`src/rtl/uart_pkg.sv`:
```
// Shared UART-side APB definitions: bus widths, APB master FSM states and the response record.
package uart_pkg;

  localparam int unsigned ApbAddrWidth = 8;
  localparam int unsigned ApbDataWidth = 32;

  typedef enum logic [1:0] {
    StIdle,
    StSetup,
    StAccess,
    StResp
  } apb_mst_state_e;

  typedef struct packed {
    logic [ApbDataWidth-1:0] rdata;
    logic                    err;
    logic                    timeout;
  } apb_rsp_t;

endpackage

```
`src/rtl/uart_apb_master.sv`:
```
// APB3 initiator: one outstanding command from a valid/ready stream, with a response channel
// carrying read data, slave error and an optional ACCESS-phase timeout.
module uart_apb_master
  import uart_pkg::*;
#(
  parameter int unsigned ADDR_WIDTH     = ApbAddrWidth,
  parameter int unsigned DATA_WIDTH     = ApbDataWidth,
  parameter int unsigned TIMEOUT_CYCLES = 256
) (
  input  logic                  pclk_i,
  input  logic                  presetn_i,
  input  logic                  cmd_valid_i,
  output logic                  cmd_ready_o,
  input  logic                  cmd_write_i,
  input  logic [ADDR_WIDTH-1:0] cmd_addr_i,
  input  logic [DATA_WIDTH-1:0] cmd_wdata_i,
  output logic                  rsp_valid_o,
  input  logic                  rsp_ready_i,
  output logic [DATA_WIDTH-1:0] rsp_rdata_o,
  output logic                  rsp_err_o,
  output logic                  rsp_timeout_o,
  output logic                  busy_o,
  output logic                  psel_o,
  output logic                  penable_o,
  output logic                  pwrite_o,
  output logic [ADDR_WIDTH-1:0] paddr_o,
  output logic [DATA_WIDTH-1:0] pwdata_o,
  input  logic [DATA_WIDTH-1:0] prdata_i,
  input  logic                  pready_i,
  input  logic                  pslverr_i
);

  // A disabled timeout still needs a legal, non-zero counter width.
  localparam int unsigned CntW = (TIMEOUT_CYCLES > 0) ? $clog2(TIMEOUT_CYCLES + 1) : 1;
  localparam logic [CntW-1:0] TimeoutVal = CntW'(TIMEOUT_CYCLES);

  apb_mst_state_e        state_q;
  logic [CntW-1:0]       cnt_q;
  logic                  psel_q;
  logic                  penable_q;
  logic                  pwrite_q;
  logic [ADDR_WIDTH-1:0] paddr_q;
  logic [DATA_WIDTH-1:0] pwdata_q;
  logic                  rsp_valid_q;
  apb_rsp_t              rsp_q;

  always_ff @(posedge pclk_i or negedge presetn_i) begin
    if (!presetn_i) begin
      state_q     <= StIdle;
      cnt_q       <= '0;
      psel_q      <= 1'b0;
      penable_q   <= 1'b0;
      pwrite_q    <= 1'b0;
      paddr_q     <= '0;
      pwdata_q    <= '0;
      rsp_valid_q <= 1'b0;
      rsp_q       <= '0;
    end else begin
      unique case (state_q)
        StIdle: begin
          if (cmd_valid_i) begin
            pwrite_q <= cmd_write_i;
            paddr_q  <= cmd_addr_i;
            pwdata_q <= cmd_wdata_i;
            psel_q   <= 1'b1;
            state_q  <= StSetup;
          end
        end
        StSetup: begin
          penable_q <= 1'b1;
          cnt_q     <= CntW'(1);
          state_q   <= StAccess;
        end
        StAccess: begin
          if (pready_i) begin
            psel_q        <= 1'b0;
            penable_q     <= 1'b0;
            rsp_q.rdata   <= pwrite_q ? '0 : prdata_i;
            rsp_q.err     <= pslverr_i;
            rsp_q.timeout <= 1'b0;
            rsp_valid_q   <= 1'b1;
            state_q       <= StResp;
          end else if ((TIMEOUT_CYCLES != 0) && (cnt_q == TimeoutVal)) begin
            psel_q        <= 1'b0;
            penable_q     <= 1'b0;
            rsp_q.rdata   <= '0;
            rsp_q.err     <= 1'b1;
            rsp_q.timeout <= 1'b1;
            rsp_valid_q   <= 1'b1;
            state_q       <= StResp;
          end else if (cnt_q != '1) begin
            cnt_q <= cnt_q + CntW'(1);
          end
        end
        StResp: begin
          if (rsp_ready_i) begin
            rsp_valid_q <= 1'b0;
            state_q     <= StIdle;
          end
        end
        default: state_q <= StIdle;
      endcase
    end
  end

  assign cmd_ready_o   = (state_q == StIdle);
  assign busy_o        = (state_q != StIdle);
  assign psel_o        = psel_q;
  assign penable_o     = penable_q;
  assign pwrite_o      = pwrite_q;
  assign paddr_o       = paddr_q;
  assign pwdata_o      = pwdata_q;
  assign rsp_valid_o   = rsp_valid_q;
  assign rsp_rdata_o   = rsp_q.rdata;
  assign rsp_err_o     = rsp_q.err;
  assign rsp_timeout_o = rsp_q.timeout;

endmodule

```
`config.mk`:
```
export PLATFORM = sky130hd
export DESIGN_NAME = uart_apb_master
export DESIGN_NICKNAME = d
export VERILOG_FILES = /design/src/rtl/uart_pkg.sv /design/src/rtl/uart_apb_master.sv
export SDC_FILE = /design/constraint.sdc
export NUM_CORES = 1
export LEC_CHECK = 0
export BUFFER_PORTS_ARGS = -buffer_cell sky130_fd_sc_hd__buf_2
export CORE_MARGIN = 10
export CORE_UTILIZATION = 49
export DETAILED_ROUTE_END_ITERATION = 6
export PLACE_DENSITY = 0.8
export SLEW_MARGIN = 20
export SYNTH_ARGS = -nofsm -noshare
export SYNTH_HDL_FRONTEND = slang
export SYNTH_SLANG_ARGS = --single-unit
```
`constraint.sdc`:
```
create_clock -name pclk_i -period 2.51 [get_ports pclk_i]
set_input_delay 0.3765 -clock pclk_i [delete_from_list [all_inputs] [get_ports pclk_i]]
set_output_delay 0.3765 -clock pclk_i [all_outputs]
set_load 0.05 [all_outputs]
```
==> reports/metrics.cfg, run 1 <==
[run_status]
status = finished, final reports clean

[timing]
setup_viol = 0
rsz0062_at_grt = false
final-hold-violation-count = 0
final-max-slew-violation-count = 0
timing.slew.headroom = 0.450
timing_worst_slew_pin_value_ns = 0.825
timing.fmax_mhz = 440
layout_min_cycle_time_ns = 2.27
fin_worst_skew_ns = 0.0110
min_period_over_period = 0.906
setup_tns_ns = 0

[clock_network]
h-tree-depth = 3
tritoncts_clock_tree = done
max-clock-path-buffers = 2
cts_hold_buffers = 0
post_cts_resize_count = 0
clock-root-buffer = clkbuf_8
cts_made_buffers = 9
cts.repair_timing.setup_buffer_count = 0
cts.reportedPaths.clkPinSlew_ns = 0.09
cts_num_sinks = 89
clock_latency_ns = 0.35

[placement]
io_buffer_count = 158
place_congestion = 0.826
hpwlAfterDp_mm = 7.75

[detailed_routing]
number_of_routed_nets_with_antenna_violations = 0
remaining_drc_errors = 0
wl_per_cell_um = 17.9
first_pass_iters = 4
avgViaCountPerCell = 5.41
postRouteWirelength_mm = 10.3
vias = 3095
dr.first_iter.drc_count = 151

[critical_path]
reg2reg_depth = 6
arrival_time_at_the_worst_endpoint_ns = 2.50
largest_fanout_on_the_critical_path = 10
setup.worst_path.end_class = flip-flop
critPathKind = flip-flop to flip-flop
cp-start-kind = flip-flop
required_ns = 2.74

[floorplan]
pin_count = 159
dieArea_um2 = 12200
floorplan.rows = 32
fp.dieW_um = 111
core-area_um2 = 7850
die_h_um = 111
start_util = 0.512

[synthesis]
synthesis.instances = 309
mappedNetlistArea_um2 = 4020
netlist_top_cells_area = dfrtp_1 55%, mux2_2 11%, a21bo_1 8.0%
yosysTopAreaCell = dfrtp_1
yosysWarnings = 0
netlist.area_leader.share = 0.554
number_of_enable_flip_flop_cells_after_synthesis = 0
synth_flop_cell = dfrtp_1
synth_fp_nets = 395
synth-async-reset-ratio = 1.00
yosys_register_bits = 89
seq_area_frac_synth = 0.554
syn_avg_cell_area_um2 = 13.0
yosysUniqueCellTypes = 44

[grt]
grt_max_degree = 49
grt_pass1_vias = 3325
grt_antenna_before_repair = 0
grt_usage = 0.162
grt_overflow_total = 0
grt_pass1_wl_mm = 16.6

[finish]
net_count_final = 551
fill_cells = 646
area.growth.synth_to_final_pct = 27.5
final-seq-area_um2 = 2230
multi_input_comb_area_um2 = 1650
insertedDiodeCount = 0
post_route_cells_drive_above_1_share = 0.491

[min_path]
timing.hold.worst.class = primary input to async pin

[job]
max_cap_violations = 0

cell families after synthesis:
logic type / Yosys count / synth area share
compound gates: 90 / 0.188
flops: 89 / 0.554
simple gates: 46 / 0.0775
mux: 44 / 0.123
buf+inv: 33 / 0.0358
fa+ha+maj: 7 / 0.0218
final timing paths:
check                                     startpoint                          to  slack (ns)
worst max-delay path            cnt_q[3]$_DFFE_PN0P_        cnt_q[0]$_DFFE_PN0P_        0.24
worst min-delay path                       presetn_i     pwdata_o[6]$_DFFE_PN0P_        0.03
worst max register to register  cnt_q[3]$_DFFE_PN0P_        cnt_q[0]$_DFFE_PN0P_        0.24
worst min register to register    psel_o$_DFFE_PN0P_          psel_o$_DFFE_PN0P_        0.51
max in group asynchronous                  presetn_i  rsp_rdata_o[5]$_DFFE_PN0P_        1.74
min in group pclk_i                   cmd_wdata_i[1]     pwdata_o[1]$_DFFE_PN0P_        0.25
worst max-delay path, cell delays in order, from the launching register on:
cell and delay, ns:
dfrtp_1 0.51, nand4_1 0.20, nor2_1 0.07, ha_1 0.23, or3b_1 0.52, a21oi_2 0.27, mux2_1 0.35
flip-flops by register name, summed over array words and instances (netlist names):
register and flops:
paddr_o 8, pwrite_o 1, penable_o 1, state_q 2, psel_o 1, cnt_q 9, rsp_timeout_o 1, pwdata_o 32
rsp_rdata_o 32, rsp_err_o 1, rsp_valid_o 1
per-layer routing:
layer | up-vias | routed length [um] | track usage
li1 | 1453 | - | -
met1 | 1529 | 4060 | 0.184
met2 | 96 | 5320 | 0.277
met3 | 17 | 656 | 0.0589
met4 | 0 | 218 | 0.0466
met5 | - | 0 | 0
stage by stage:
step                 util  area [um2]  hold WS, ns  setup WS, ns  instances
floorplan               -        4020       0.0809         0.473        309
global placement    0.626        4920        0.425         0.303        556
detailed placement  0.626        4920        0.430         0.272        556
CTS                 0.653        5120       0.0438         0.256        572
global route        0.653        5120       0.0621         0.101        572
finish              0.653        5120       0.0258         0.237        572
layout by cell type (no fill, tap or decap), drive strengths merged, types with 2 or more instances in the layout:
cell and instances:
nand3 10, and4bb 2, or4b 4, o22ai 2, nor4b 3, mux2i 2, buf 166, o311ai 5
a21bo 32, nand2 11, clkinvlp 2, clkinv 3, or4 2, a211oi 2, ha 7, clkbuf 10
a21oi 6, o2111ai 2, a22oi 32, dfrtp 89, mux2 42, nor2b 2, inv 12, o21ai 2
nor2 3, nand2b 5
synth_stat cells (4+ instances only):
cell	count
mux2_2	41
clkbuf_1	6
nand3_1	10
ha_1	7
nand2b_1	5
inv_1	11
a21oi_1	4
buf_2	10
or4b_1	4
o311ai_1	4
nand2_1	11
a22oi_1	32
dfrtp_1	89
buf_1	4
a21bo_1	32
area by class of cell:
type,count,area share
clock inverter,6,0.0132
sequential,89,0.435
inverter,12,0.00879
clock buffer,10,0.0269
multi-input combinational,187,0.322
timing repair buffer,166,0.169
tap,102,0.0249
Power of run 1 is left out: the tool's default activity adds up to more than one toggle a clock period on the data nets, which glitch-free logic cannot reach.
==> inputs of run 2 (changes only) <==
HOLD_SLACK_MARGIN = 0.08   (was not set)
MAX_ROUTING_LAYER = met4   (was not set)
==> run 2 against run 1 <==
  * Non-clock buffer count increased by 1
  * Clock-buffer cell count unchanged
  * Setup slack got worse by 0.0027 ns
  * Clock skew increased by 0.0016 ns
  * Sequential share of layout area decreased by 0.085 points
  * Sequential cell count unchanged
  * Hold slack improved by 0.23 ns
==> reports/metrics.cfg, run 2 (synthesized netlist as in run 1, its figures left out) <==
[job]
max_cap_violations = 0

[timing]
layout_min_cycle_time_ns = 2.28
min_period_over_period = 0.907
setup_tns_ns = 0
timing.fmax_mhz = 439
rsz0062_at_grt = false
timing.slew.headroom = 0.445
setup_viol = 0
final-max-slew-violation-count = 0
final-hold-violation-count = 0
timing_worst_slew_pin_value_ns = 0.832
fin_worst_skew_ns = 0.0127

[floorplan]
floorplan.rows = 32
dieArea_um2 = 12200
die_h_um = 111
pin_count = 159
fp.dieW_um = 111
start_util = 0.512
core-area_um2 = 7850

[critical_path]
arrival_time_at_the_worst_endpoint_ns = 2.50
cp_bufs_invs = 0
largest_fanout_on_the_critical_path = 10
critical_path_s_top_delay_family = simple AND/OR/NAND/NOR gates
highest_cell_delay_on_the_worst_timing_path_ns = 0.52
crit_chain = nand4_1, nor2_1, ha_1, or3b_1, a21oi_2, mux2_1
setup.worst_path.end_class = flip-flop
critPathKind = flip-flop to flip-flop
required_ns = 2.73
slowest_stage = or3b_1
cp-start-kind = flip-flop

[clock_network]
cts_made_buffers = 9
cts_hold_buffers = 1
cts_num_sinks = 89
tritoncts_clock_tree = done
clock_latency_ns = 0.35
cts.repair_timing.setup_buffer_count = 0
h-tree-depth = 3
max-clock-path-buffers = 2
clock-root-buffer = clkbuf_8
cts.reportedPaths.clkPinSlew_ns = 0.10
post_cts_resize_count = 0

[run_status]
status = finished, final reports clean

[placement]
place_congestion = 0.838
io_buffer_count = 158
hpwlAfterDp_mm = 7.75

[grt]
grt_antenna_before_repair = 0
grt_pass1_vias = 3341
grt_overflow_total = 0
grt_usage = 0.166
grt_pass1_wl_mm = 16.6
grt_max_degree = 49

[finish]
layout_commonest_cell = buf_2
area.growth.synth_to_final_pct = 27.7
most-common-layout-cells = 157 x buf_2, 89 x dfrtp_1, 41 x mux2_2, 32 x a22oi_1, 32 x a21bo_1
final_util = 0.654
insertedDiodeCount = 0
fill_cells = 645
net_count_final = 552
post_route_cells_drive_above_1_share = 0.490

[detailed_routing]
dr.first_iter.drc_count = 150
remaining_drc_errors = 0
number_of_routed_nets_with_antenna_violations = 0
vias = 3154
first_pass_iters = 4
postRouteWirelength_mm = 10.3
avgViaCountPerCell = 5.50
wl_per_cell_um = 17.9

[min_path]
timing.hold.worst.class = primary input to flip-flop

run 2: cell types whose count changed in the layout (fill, tap and decap cells not counted):
cell | before | now
dlygate4sd3_1 | 0 | 1
run 2: final timing paths:
path,start,to,slack [ns],cells after the start
hold reg to reg,psel_o$_DFFE_PN0P_,psel_o$_DFFE_PN0P_,0.50,1
hold / removal,cmd_wdata_i[1],pwdata_o[1]$_DFFE_PN0P_,0.25,2
min in group asynchronous,presetn_i,pwdata_o[6]$_DFFE_PN0P_,0.56,2
setup reg to reg,cnt_q[3]$_DFFE_PN0P_,cnt_q[0]$_DFFE_PN0P_,0.23,6
max in group asynchronous,presetn_i,rsp_rdata_o[5]$_DFFE_PN0P_,1.19,3
setup / recovery,cnt_q[3]$_DFFE_PN0P_,cnt_q[0]$_DFFE_PN0P_,0.23,6
run 2: cell type report:
type                    instances  area, um2  area share
clock buffers                  10        138      0.0268
clock inverters                 6       67.6      0.0132
inverters                      12       45.0     0.00878
multi-input cells             187       1650       0.322
flip-flops and latches         89       2230       0.434
well taps                     102        128      0.0249
repair buffers                167        876       0.171
run 2: routing by layer:
layer  routed length, um  share of wire  track usage
met5                   0              0            -
met4                 161          0.016       0.0466
met3                 445          0.043       0.0378
met2                5340           0.52        0.277
met1                4320           0.42        0.197
run 2: worst register-to-register path: cells and delay by family, from the launching register on:
| family | cells | cell delay (ns) |
|---|---|---|
| simple gates | 3 | 0.79 |
| flops | 1 | 0.51 |
| mux | 1 | 0.35 |
| compound gates | 1 | 0.27 |
| fa+ha+maj | 1 | 0.23 |
run 2: stage by stage:
step                      instances  hold slack, ns  cell area (um2)  setup WS, ns
after floorplan                 309          0.0809             4020         0.473
after global placement          556           0.425             4920         0.303
after detailed placement        556           0.430             4920         0.272
after CTS                       573           0.238             5130         0.256
after global routing            573           0.228             5130         0.100
final                           573           0.252             5130         0.234
Power of run 2 is left out for the same reason.
==> inputs of run 3 (changes only) <==
--- a/config.mk
+++ b/config.mk
@@ -10,4 +10,5 @@
 export CORE_UTILIZATION = 49
 export DETAILED_ROUTE_END_ITERATION = 6
+export GPL_TIMING_DRIVEN = 0
 export HOLD_SLACK_MARGIN = 0.08
 export MAX_ROUTING_LAYER = met4
==> constraint.sdc (replaced) <==
create_clock -name pclk_i -period 2.51 [get_ports pclk_i]
set_input_delay 0.3765 -clock pclk_i [delete_from_list [all_inputs] [get_ports pclk_i]]
set_output_delay 0.3765 -clock pclk_i [all_outputs]
set_load 0.1 [all_outputs]
==> run 3 against run 2 <==
  * Core utilization increased by 0.70 points
  * Via count rose by 1.8%
  * Sequential share of layout area is 0.46 points lower
  * Routed wire length increased by 4.7%
  * Clock skew is 0.0013 ns lower
  * Register-to-register slack better by 0.095 ns
  * Critical path type unchanged
  * Critical endpoint unchanged
  * Highest routed layer unchanged
==> reports/metrics.cfg, run 3 (synthesized netlist as in run 1, its figures left out) <==
[detailed_routing]
number_of_routed_nets_with_antenna_violations = 0
route.layer.met1.wl_mm = 4.29
first_pass_iters = 4
wl_per_cell_um = 18.3
wl_met2_mm = 5.72
top_layer = met4
met3WireLength_um = 492
remaining_drc_errors = 0
postRouteWirelength_mm = 10.7
vias = 3210
avgViaCountPerCell = 5.48
dr.first_iter.drc_count = 137

[clock_network]
cts_made_buffers = 9
clock_latency_ns = 0.35
cts.repair_timing.setup_buffer_count = 0
cts.reportedPaths.clkPinSlew_ns = 0.09
h-tree-depth = 3
max-clock-path-buffers = 2
post_cts_resize_count = 0
tritoncts_clock_tree = done
clock-root-buffer = clkbuf_8
cts_num_sinks = 89

[timing]
timing.fmax_mhz = 459
fin_worst_skew_ns = 0.0114
setup_viol = 0
final_critical_path_setup_slack_ns = 0.329
setup_tns_ns = 0
final-max-slew-violation-count = 0
timing_worst_slew_pin_value_ns = 0.604
rsz0062_at_grt = false
min_period_over_period = 0.869
final-hold-violation-count = 0
timing.slew.headroom = 0.598
layout_min_cycle_time_ns = 2.18

[grt]
grt_max_degree = 55
grt_usage = 0.174
grt_overflow_total = 0
grt_pass1_vias = 3510
grt_pass1_wl_mm = 17.3
grt_antenna_before_repair = 0

[critical_path]
critPathKind = flip-flop to flip-flop
required_ns = 2.74
cp-start-kind = flip-flop
arrival_time_at_the_worst_endpoint_ns = 2.41
setup.worst_path.end_class = flip-flop
largest_fanout_on_the_critical_path = 9

[placement]
pre_cts_ws_ns = 0.328
place_congestion = 0.855
hpwlAfterDp_mm = 8.36
io_buffer_count = 158

[run_status]
status = finished, final reports clean

[finish]
fill_cells = 667
layout_commonest_cell = buf_2
area.growth.synth_to_final_pct = 29.1
net_count_final = 566
post_route_cells_drive_above_1_share = 0.475
most-common-layout-cells = 167 x buf_2, 89 x dfrtp_1, 41 x mux2_2, 32 x a22oi_1, 32 x a21bo_1
insertedDiodeCount = 0

[floorplan]
fp.dieW_um = 111
core-area_um2 = 7850
die_h_um = 111
start_util = 0.512
floorplan.rows = 32
pin_count = 159
dieArea_um2 = 12200

[job]
max_cap_violations = 0

[min_path]
timing.hold.worst.class = primary input to flip-flop

==> run 3: critical path, stage by stage (launching register included) <==
cell     delay, ns
dfrtp_1       0.42
ha_1          0.22
nand3_1       0.09
nor2_1        0.05
ha_1          0.22
or3b_1        0.37
buf_6         0.15
a21oi_2       0.20
mux2_1        0.35
==> run 3: area by class of cell <==
type	count	area, um2	area share
clock inverters	3	65.1	0.0125
inverters	12	45.0	0.00868
well taps	102	128	0.0246
repair buffers	160	831	0.160
multi-input cells	187	1650	0.318
flip-flops and latches	89	2230	0.429
plain buffers	21	98.8	0.0191
clock buffers	12	145	0.0280
==> run 3: metrics by stage <==
step	hold WS (ns)	instance area (um2)	util	std cells
after floorplan	0.0809	4020	-	309
after global placement	0.478	4940	0.629	569
after detailed placement	0.376	4970	0.633	570
after CTS	0.240	5190	0.661	586
after global routing	0.246	5190	0.661	586
final	0.250	5190	0.661	586
==> run 3: path summary, 6_finish.rpt <==
| kind | slack [ns] | end | depth (start not counted) | startpoint |
|---|---|---|---|---|
| setup / recovery | 0.33 | cnt_q[0]$_DFFE_PN0P_ | 8 | cnt_q[1]$_DFFE_PN0P_ |
| hold / removal | 0.25 | pwdata_o[16]$_DFFE_PN0P_ | 2 | cmd_wdata_i[16] |
| setup reg to reg | 0.33 | cnt_q[0]$_DFFE_PN0P_ | 8 | cnt_q[1]$_DFFE_PN0P_ |
| hold reg to reg | 0.50 | pwdata_o[10]$_DFFE_PN0P_ | 1 | pwdata_o[10]$_DFFE_PN0P_ |
| max in group asynchronous | 1.36 | rsp_rdata_o[21]$_DFFE_PN0P_ | 3 | presetn_i |
| min in group asynchronous | 0.53 | pwdata_o[7]$_DFFE_PN0P_ | 2 | presetn_i |
==> run 3: per-layer routing <==
layer  track usage  vias up
li1              -     1484
met1         0.194     1606
met2         0.297      102
met3        0.0340       18
met4        0.0734        0
met5             -        -
==> run 3: what timing repair did <==
| action | in CTS | in global routing |
|---|---|---|
| endpoints found under the setup margin | 0 | 0 |
| hold buffers | 1 | 0 |
| endpoints found under the hold margin | 35 | 0 |
Power of run 3 is left out for the same reason.
